`src/rtl/pe_post_sched.sv`:
```
// Round-robin scheduler sharing one post-processing lane (ReLU, rounding shift,
// saturation) among N accumulator outputs, behind a two-stage valid/ready pipeline.
module pe_post_sched #(
  parameter int N   = 4,
  parameter int W   = 24,
  parameter int OW  = 8,
  parameter int SHW = 5,
  localparam int SW = (N > 1) ? $clog2(N) : 1
) (
  input  logic                 clk,
  input  logic                 rst,
  input  logic                 cfg_relu_en,
  input  logic [SHW-1:0]       cfg_shift,
  input  logic [N-1:0]         req_valid,
  input  logic [N*W-1:0]       req_data,
  output logic [N-1:0]         req_ready,
  output logic                 out_valid,
  output logic [OW-1:0]        out_data,
  output logic [SW-1:0]        out_src,
  input  logic                 out_ready,
  output logic                 idle
);

  localparam int OMAXI = (1 << (OW - 1)) - 1;
  localparam logic signed [W:0] OMAX = (W + 1)'(OMAXI);
  localparam logic signed [W:0] OMIN = (W + 1)'(-OMAXI - 1);

  logic [W-1:0]   req_arr [N];
  logic [SW-1:0]  ptr;
  logic [SW-1:0]  grant;
  logic [SW-1:0]  ptr_nxt;
  logic           found;
  logic           accept;
  logic [SHW-1:0] shift_cl;

  logic                s1_valid;
  logic signed [W-1:0] s1_data;
  logic [SW-1:0]       s1_src;
  logic                s1_relu;
  logic [SHW-1:0]      s1_shift;
  logic                s2_valid;
  logic                s1_can_load;
  logic                s2_can_load;

  logic signed [W-1:0] x;
  logic signed [W:0]   xe;
  logic signed [W:0]   rnd;
  logic signed [W:0]   y;
  logic [OW-1:0]       sat;

  for (genvar g = 0; g < N; g++) begin : g_unpack
    assign req_arr[g] = req_data[g*W +: W];
  end

  // Priority search starting at ptr, wrapping modulo N.
  always_comb begin
    int unsigned idx;
    idx   = 0;
    found = 1'b0;
    grant = '0;
    for (int unsigned k = 0; k < N; k++) begin
      idx = (32'(ptr) + k) % 32'(N);
      if (!found && req_valid[SW'(idx)]) begin
        found = 1'b1;
        grant = SW'(idx);
      end
    end
  end

  assign s2_can_load = !s2_valid || out_ready;
  assign s1_can_load = !s1_valid || s2_can_load;
  assign accept      = found && s1_can_load && !rst;
  assign req_ready   = accept ? (N'(1) << grant) : '0;
  assign ptr_nxt     = (grant == SW'(N - 1)) ? '0 : grant + 1'b1;
  assign shift_cl    = ({{(32-SHW){1'b0}}, cfg_shift} >= 32'(W)) ? SHW'(W - 1) : cfg_shift;

  // Rounding add done one bit wider than the data so 2^(shift-1) cannot overflow.
  always_comb begin
    x = s1_data;
    if (s1_relu && x[W-1]) x = '0;
    xe  = {x[W-1], x};
    rnd = '0;
    y   = xe;
    if (s1_shift != '0) begin
      rnd = (W + 1)'(1) << (s1_shift - 1'b1);
      y   = (xe + rnd) >>> s1_shift;
    end
    if (y > OMAX)      sat = {1'b0, {(OW-1){1'b1}}};
    else if (y < OMIN) sat = {1'b1, {(OW-1){1'b0}}};
    else               sat = y[OW-1:0];
  end

  always_ff @(posedge clk) begin
    if (rst) begin
      ptr      <= '0;
      s1_valid <= 1'b0;
      s1_data  <= '0;
      s1_src   <= '0;
      s1_relu  <= 1'b0;
      s1_shift <= '0;
      s2_valid <= 1'b0;
      out_data <= '0;
      out_src  <= '0;
    end else begin
      if (s1_valid && s2_can_load) begin
        s2_valid <= 1'b1;
        out_data <= sat;
        out_src  <= s1_src;
      end else if (out_ready) begin
        s2_valid <= 1'b0;
      end
      if (s1_can_load) begin
        s1_valid <= accept;
        if (accept) begin
          s1_data  <= req_arr[grant];
          s1_src   <= grant;
          s1_relu  <= cfg_relu_en;
          s1_shift <= shift_cl;
        end
      end
      if (accept) ptr <= ptr_nxt;
    end
  end

  assign out_valid = s2_valid;
  // Reported idle while rst is held even if requesters are asserting valid.
  assign idle = !s1_valid && !s2_valid && (rst || (req_valid == '0));

endmodule

```
`config.mk`:
```
export PLATFORM = sky130hd
export DESIGN_NAME = pe_post_sched
export DESIGN_NICKNAME = d
export VERILOG_FILES = /design/src/rtl/pe_post_sched.sv
export SDC_FILE = /design/constraint.sdc
export NUM_CORES = 1
export LEC_CHECK = 0
export CAP_MARGIN = 20
export CORE_MARGIN = 3
export CORE_UTILIZATION = 49
export DETAILED_ROUTE_END_ITERATION = 12
export PLACE_DENSITY = 0.78
export SLEW_MARGIN = 0
export SYNTH_ARGS = -nofsm -noshare
export SYNTH_HDL_FRONTEND = slang
export SYNTH_SLANG_ARGS = --single-unit
```
`constraint.sdc`:
```
create_clock -name clk -period 4.5 [get_ports clk]
set_input_delay 0.9 -clock clk [delete_from_list [all_inputs] [get_ports clk]]
set_output_delay 0.9 -clock clk [all_outputs]
set_load 0.01 [all_outputs]
```
==> out/results.tsv <==
metric	value	unit
crit_fanout	12	
crit_path_cell_trace	buf_4 -> nand2_2 -> nor2_1 -> ha_1 -> a211oi_4 -> o211ai_1 -> a21boi_4 -> mux2_2 -> nor3_1 -> a21oi_1 -> a2111oi_1 -> a2bb2oi_1 -> nor3_1 -> nand4_1 -> o21a_2 -> o2bb2ai_1	
finish.utilization	67.5	%
antenna_found_initial	0	
diodes	0	
drive_gt1_share	17.2	%
grt_pass1_vias	7925	
dpl_cell_area	8570	um2
clock_sinks	46	
hold_path_class	flop to flop	
routed-wl-met3	3020	um
synth_top_cells_by_area	dfxtp_1 (14%), nor2_1 (9.3%), nand2_1 (7.7%)	
syn-num-nets	1165	
tightest_slew	805	ps
cpMostUsedCell	nor3_1	
via_per_inst	6.42	
dr_total_vias	8635	
setup_ws	58.3	ps
clkTransAtPathRegs	60	ps
grt_overflow	0	
p_per_area	258	nW/um2
met1_length	11000	um
finalCriticalPeriod	4440	ps
cp-start-kind	flop	
final_cell_mix	nor2_1 (165), nand2_1 (134), clkdlybuf4s50_1 (124)	
cpMaxStageDelayCell	a2111oi_1	
ys.flop_type	dfxtp_1	
finalCritPeriodShare	98.7	%
fp-row-count	42	
drt_pass1_iterations	8	
highest_layer	met4	
grt_util_all_layers	34.2	%
grt_max_degree	49	
ios	125	
synth-compound-area-share	34.2	%
synthMuxAreaShare	4.21	%
ctsHoldBuffers	0	
met2_length	12000	um
worstSetupEndpointType	flop	
finalHoldViolations	0	
netlist-cell-type-count	90	
synth_adder_area_share	5.45	%
fmax	225	MHz
cts_root_buf	clkbuf_16	
relSlewSlack	46.2	%
clockBufferDepth	2	
cts_htree_levels	2	
wl_per_cell	20.4	um
async_reset_ff_share	0	%
fin_setup_tns	0	ps
die_y	124	um
ant_nets	0	
synthSimpleGateAreaFrac	34.3	%
finalSetupViolCount	0	
p_leak	0.00348	uW
synth_seq_cells	46	
synth_top_family_by_area	simple AND/OR/NAND/NOR gates	
drc	0	
start_util	50.7	%
finalClockSkew	6.44	ps
hpwl	21600	um
numPortBuffers	124	
drtIter0Drc	1081	
yosysTopAreaCell	dfxtp_1	
status	finished, final reports clean	
gp_congestion	1.08	
ys_warn_count	0	
path_class	flop to flop	
cts_tree	yes	
required	4670	ps
postRouteWirelength	27400	um
core_area	13400	um2
reg2reg_slack	60	ps
max_stage_delay	440	ps
fin_nets	1307	
grt_pass1_wl	41300	um
maxSlewViolCount	0	
worst_ep_arrival_time	4620	ps
numCtsBuffers	5	
ir_drop	0.155	mV
ys_seq_area_share	13.5	%
area_growth	33.1	%
final_common_cell	nor2_1	
yosysTopAreaCellShare	13.5	%
postSynthCellCount	1027	
clock_latency	290	ps
post_synth.cell_area_avg	6.62	um2
dieArea	15300	um2
fp.dieW	124	um
place_ws	-29.0	ps
synth_xor_area_share	2.56	%
cap_viol_max_count	0	
hold-worst-slack	457	ps
netlist_area	6800	um2
synth_edf_count	0	
design_area	9050	um2
[cell families after synthesis]
group	count (synthesis)
AND/OR/NAND/NOR	499
AO/OA/AOI/OAI	318
buffers and inverters	92
flip-flops	46
adder cells (fa/ha/maj)	29
multiplexers	24
XOR/XNOR	19
[per-stage QoR]
step | cells | power (uW)
floorplan | 1027 | 1350
global placement | 1335 | 1860
detailed placement | 1335 | 1860
CTS | 1343 | 2240
global route | 1346 | 2460
finish | 1346 | 2330
[path summary, 6_finish.rpt]
path,endpoint,from,cells after the start
hold / removal,out_src[0]$_SDFFE_PP0P_,out_src[0]$_SDFFE_PP0P_,2
setup reg to reg,out_data[0]$_SDFFE_PP0P_,s1_shift[0]$_SDFFE_PP0P_,16
setup / recovery,out_data[0]$_SDFFE_PP0P_,s1_shift[0]$_SDFFE_PP0P_,16
hold reg to reg,out_src[0]$_SDFFE_PP0P_,out_src[0]$_SDFFE_PP0P_,2
[Yosys cell counts (6+ instances only)]
library cell    n
a211oi_1       31
a21o_1         10
a21oi_1        67
a22oi_1         8
a311oi_1        7
a31oi_1         8
and2_1         28
and3_1         16
buf_2          11
clkbuf_1       56
dfxtp_1        46
ha_1           28
inv_1          12
mux2_2          7
mux2i_1        14
nand2_1       140
nand3_1        44
nand3b_1       24
nand4_1        14
nor2_1        168
nor2b_1         7
nor3_1         26
nor4_1          8
o211ai_1       12
o21ai_0        65
o22ai_1         9
o2bb2ai_1       6
o31ai_1         8
xnor2_1        10
xor2_1          8
[worst max-delay path: cells and delay by family, from the launching register on]
family / cells / cell delay, ps
AO/OA/AOI/OAI: 8 / 2000
AND/OR/NAND/NOR: 5 / 970
multiplexers: 1 / 400
flip-flops: 1 / 380
adder cells (fa/ha/maj): 1 / 350
buffers and inverters: 1 / 210
[flip-flops by register name, summed over array words and instances, names as in the netlist]
signal,count
out_valid,1
s1_relu,1
ptr,2
s1_src,2
s1_shift,5
out_src,2
s1_data,24
out_data,8
s1_valid,1
[power breakdown]
| group | leakage (uW) | internal, uW | switching, uW | total (uW) |
|---|---|---|---|---|
| combinational | 0.00302 | 591 | 840 | 1430 |
| sequential | 0.000384 | 469 | 52.9 | 522 |
| clock | 0.0000729 | 220 | 159 | 379 |
[layout make-up]
| class | count | area (um2) |
|---|---|---|
| inverter | 14 | 52.6 |
| multi-input combinational | 889 | 5790 |
| fill | 1200 | 4350 |
| tap | 176 | 220 |
| clock buffer | 6 | 139 |
| timing repair buffer | 213 | 1920 |
| clock inverter | 2 | 12.5 |
| sequential | 46 | 922 |
[repair_timing]
| item | CTS | global route |
|---|---|---|
| cloned | 0 | 0 |
| hold endpoints to repair | 0 | 0 |
| gates resized for setup | 2 | 70 |
| pin swaps | 1 | 12 |
| setup endpoints to repair | 6 | 7 |
| buffers inserted | 0 | 3 |
[routing by layer]
layer	global-route usage (%)	vias to the layer above
met2	54.0	560
met3	7.95	119
li1	-	4051
met5	0	-
met4	15.8	0
met1	44.0	3905
No activity file was read; power rests on OpenSTA's default activity.
